`config.mk`:
```
export PLATFORM = sky130hd
export DESIGN_NAME = alu1_bit_msb
export DESIGN_NICKNAME = d
export VERILOG_FILES = /design/src/rtl/alu1_bit_msb.sv
export SDC_FILE = /design/constraint.sdc
export NUM_CORES = 1
export LEC_CHECK = 0
export CELL_PAD_IN_SITES_DETAIL_PLACEMENT = 1
export CELL_PAD_IN_SITES_GLOBAL_PLACEMENT = 1
export CORE_AREA = 5 5 42 44
export CTS_CLUSTER_SIZE = 8
export DETAILED_ROUTE_END_ITERATION = 6
export DIE_AREA = 0 0 47 49
export PLACE_DENSITY = 0.65
export SLEW_MARGIN = 20
export SYNTH_ARGS = -nofsm -noshare
export SYNTH_HDL_FRONTEND = slang
export SYNTH_SLANG_ARGS = --single-unit
```
`constraint.sdc`:
```
create_clock -name clk -period 1.1 [get_ports clk]
set_input_delay 0.275 -clock clk [delete_from_list [all_inputs] [get_ports clk]]
set_output_delay 0.275 -clock clk [all_outputs]
set_load 0.01 [all_outputs]
```
`src/rtl/alu1_bit_msb.sv`:
```
// MSB slice of a ripple-carry ALU with registered result, carry, overflow and SLT set bit.
// Optional sticky overflow flag enabled by defining ALU1_BIT_MSB_STICKY_OVF_EN.
module alu1_bit_msb (
  input  logic clk,
  input  logic rst,
  input  logic a,
  input  logic b,
  input  logic lessinp,
  input  logic cin,
  input  logic ainv,
  input  logic binv,
  input  logic opcodeA,
  input  logic opcodeB,
  input  logic en,
`ifdef ALU1_BIT_MSB_STICKY_OVF_EN
  input  logic clr_sticky,
  output logic ovf_sticky,
`endif
  output logic cout,
  output logic result,
  output logic overflow,
  output logic slt
);

  logic [1:0] w_op;
  logic       w_a;
  logic       w_b;
  logic       w_sum;
  logic       w_co;
  logic       w_ovf;
  logic       w_set;
  logic       w_fn;

  logic       r_cout;
  logic       r_result;
  logic       r_overflow;
  logic       r_slt;

  assign w_op  = {opcodeA, opcodeB};
  assign w_a   = a ^ ainv;
  assign w_b   = b ^ binv;
  assign w_sum = w_a ^ w_b ^ cin;
  assign w_co  = (w_a & w_b) | (w_a & cin) | (w_b & cin);
  assign w_ovf = cin ^ w_co;
  assign w_set = w_sum ^ w_ovf;

  // Opcode 10 doubles as SLT when B is inverted (subtract in progress).
  always_comb begin
    w_fn = 1'b0;
    case (w_op)
      2'b00:   w_fn = w_a & w_b;
      2'b01:   w_fn = w_a | w_b;
      2'b10:   w_fn = binv ? lessinp : (w_a ^ w_b);
      default: w_fn = w_sum;
    endcase
  end

  always_ff @(posedge clk or posedge rst) begin
    if (rst) begin
      r_cout     <= 1'b0;
      r_result   <= 1'b0;
      r_overflow <= 1'b0;
      r_slt      <= 1'b0;
    end else if (en) begin
      r_cout     <= w_co;
      r_result   <= w_fn;
      r_overflow <= w_ovf;
      r_slt      <= w_set;
    end
  end

  assign cout     = r_cout;
  assign result   = r_result;
  assign overflow = r_overflow;
  assign slt      = r_slt;

`ifdef ALU1_BIT_MSB_STICKY_OVF_EN
  logic r_ovf_sticky;
  logic w_sticky_set;

  assign w_sticky_set = en & (w_op == 2'b11) & w_ovf;

  // Set has priority over clear when both occur on the same edge.
  always_ff @(posedge clk or posedge rst) begin
    if (rst) begin
      r_ovf_sticky <= 1'b0;
    end else if (w_sticky_set) begin
      r_ovf_sticky <= 1'b1;
    end else if (clr_sticky) begin
      r_ovf_sticky <= 1'b0;
    end
  end

  assign ovf_sticky = r_ovf_sticky;
`endif

endmodule

```
==> results.yml <==
synth:
  synth_edf_count: 0
  synthArstFlopShare_pct: 100.0
  synth_ff_type: "dfrtp_1"
  synthTopCellsByCount: "4 x dfrtp_1, 4 x nor2_1"
  synthCells: 29
  ys_ff_latch: 4
  yosysUniqueCellTypes: 19
  syn_area_sq_um: 280.3
  synth_top_area_share_pct: 35.71
  synth.avg_cell_area_sq_um: 9.664
  ys_seq_area_share_pct: 35.71
  synthTopCellsByArea: "dfrtp_1 36%, xnor2_1 6.3%, xor2_2 5.8%"
  yosysWarningCount: 0
  yosysTopAreaCell: "dfrtp_1"
  syn-num-nets: 41
drt:
  via_per_inst: 4.237
  wl_um: 860
  firstDrtPassIters: 2
  drtAntennaViolNets: 0
  drc: 0
  post_drt_wl_per_cell_um: 11.32
  drtIter0Drc: 3
  vias: 322
clock_network:
  cts_buffers: 3
  htree_levels: 1
  clk_pin_slew_worst_paths_ns: 0.04
  cts_tree: "done"
  holdBufCountCts: 0
  cts_sinks: 4
  post_cts_buffers: 0
  clock_latency_ns: 0.23
  cts_root_buffer: "clkbuf_4"
  clk_path_buf_depth: 2
floorplan:
  fp.dieH_um: 49
  pin_count: 15
  core_sq_um: 1401
  die-width_um: 47
  rows: 14
  initial_core_util_pct: 20.00
  fp.dieArea_sq_um: 2303
critical_path:
  setup.worst_path.start_class: "primary input"
  critical_path_required_ns: 1.26
  r2r_cells: 2
  criticalPathCategory: "in2reg"
  r2r_end: "cout"
  r2r_setup_slack_ns: 0.25
  arrival_ns: 1.36
  crit_fanout: 3
  r2r_start: "cout"
  cp-end-kind: "register"
power:
  intPower_mw: 0.4964
  p_leak_nw: 0.2794
  p_total_mw: 0.6995
  seqPwrFrac_pct: 26.7
  power.density_nw_per_um2: 1141
  pwr-share-clk_pct: 26.7
  p_sw_share_pct: 29.03
  p_sw_mw: 0.2031
  p_comb_share_pct: 46.7
  vdd_drop_max_v: 0.0003684
timing:
  fmax_ghz: 0.8284
  worst_pin_slew_ns: 0.1345
  slew_headroom_pct: 90.78
  period_minus_slack_ns: 1.207
  skew_ns: 0
  setup_viol: 3
  finalWorstSetupSlack_ns: -0.1071
  hold_ws_ns: 0.2238
  final.period_utilization_pct: 109.7
  setup_tns_ns: -0.1729
  hold_viol: 0
  drv_slew: 0
  rsz0062_at_grt: "true"
layout:
  fin_cells: 76
  antenna_cells: 0
  register_area_sq_um: 100.1
  multiInputGateArea_sq_um: 224.0
  layout.nets: 74
  syn2layout_area_growth_pct: 118.7
  drive_gt1_share_pct: 58.33
  fill_cells: 174
  stdcell_area_sq_um: 613.1
placement:
  dp.cells: 73
  portBuffers: 14
  dp.final_hpwl_um: 747.9
  dpl_cell_area_sq_um: 580.6
  routabilityCongestion: 0.7253
global_route:
  grt_pass1_vias: 388
  antenna_found_initial: 0
  overflow: 0
  grt_first_pass_wirelength_mm: 1.531
  grt.total_usage_pct: 9.611
  grt_start_max_net_pins: 7
status:
  violations: "negative setup slack"
  status: "finished with violations"
run:
  maxCapViolCount: 0
worst_hold_path:
  hp-class: "in2async"
power groups by stage:
stage / Clock, mW / Combinational (mW) / Sequential (mW)
finish: 0.187 / 0.327 / 0.186
global route: 0.201 / 0.358 / 0.191
CTS: 0.196 / 0.319 / 0.187
detailed placement: 0 / 0.335 / 0.190
global placement: 0 / 0.327 / 0.188
floorplan: 0 / 0.113 / 0.203
layout make-up:
class                   count  share of cell area (%)
repair buffers             28                   38.37
multi-input cells          22                   36.53
flip-flops and latches      4                   16.33
clock buffers               3                   3.673
well taps                  16                   3.265
inverters                   3                   1.837
cells in the final DEF (no fill, tap or decap), types with 3 or more instances in the layout:
master	Yosys	layout
buf_2	0	4
buf_4	0	14
clkbuf_4	0	3
clkdlybuf4s50_1	0	4
dfrtp_1	4	4
nor2_1	4	4
state kept, by name, indices dropped and copies added (netlist names):
register	flops
cout	1
overflow	1
result	1
slt	1
cell families (layout without fill, tap and decap cells):
group / count (synthesis) / in the layout / synth area share [%]
flops: 4 / 4 / 35.72
simple gates: 8 / 8 / 13.39
buf+inv: 3 / 34 / 4.018
xor+xnor: 4 / 4 / 15.18
fa+ha+maj: 2 / 2 / 8.035
compound gates: 6 / 6 / 16.07
mux: 2 / 2 / 7.589
layer usage:
layer  part of all wire, %  vias to the layer above  GRT usage (%)  routed length [um]
li1                      -                      162              -                   -
met1                    35                      141          9.333                 297
met2                    51                       15          15.84                 436
met3                    11                        4          3.321                  94
met4                   3.5                        0          6.912                  30
met5                     0                        -              0                   0
what timing repair did:
item                       4_1_cts  5_1_grt
setup endpoints to repair        8        4
pin swaps                       10        9
resized for setup               44        3
how the worst max path moves through the flow:
stage               from     end  slack, ns  cells after the start
floorplan              a  result      -0.22                      6
global placement       b  result      -0.80                      7
detailed placement     b  result      -0.83                      8
CTS                    b  result      -0.15                      7
global route        binv  result      -0.18                      8
finish                 a  result      -0.11                      7
per-stage QoR:
stage / util, % / worst slack [ns]
5_1_grt: 43.75 / -0.1826
4_1_cts: 42.68 / -0.1540
3_3_place_gp: 41.43 / -0.8011
2_1_floorplan: - / -0.2232
3_5_place_dp: 41.43 / -0.8258
6_report: 43.75 / -0.1071
worst max-delay path, stage by stage:
cell     delay [ns]
buf_6          0.10
xor2_4         0.16
inv_2          0.07
ha_4           0.29
a21oi_2        0.05
a221o_1        0.28
a31oi_1        0.12
No activity file was read; power rests on OpenSTA's default activity.
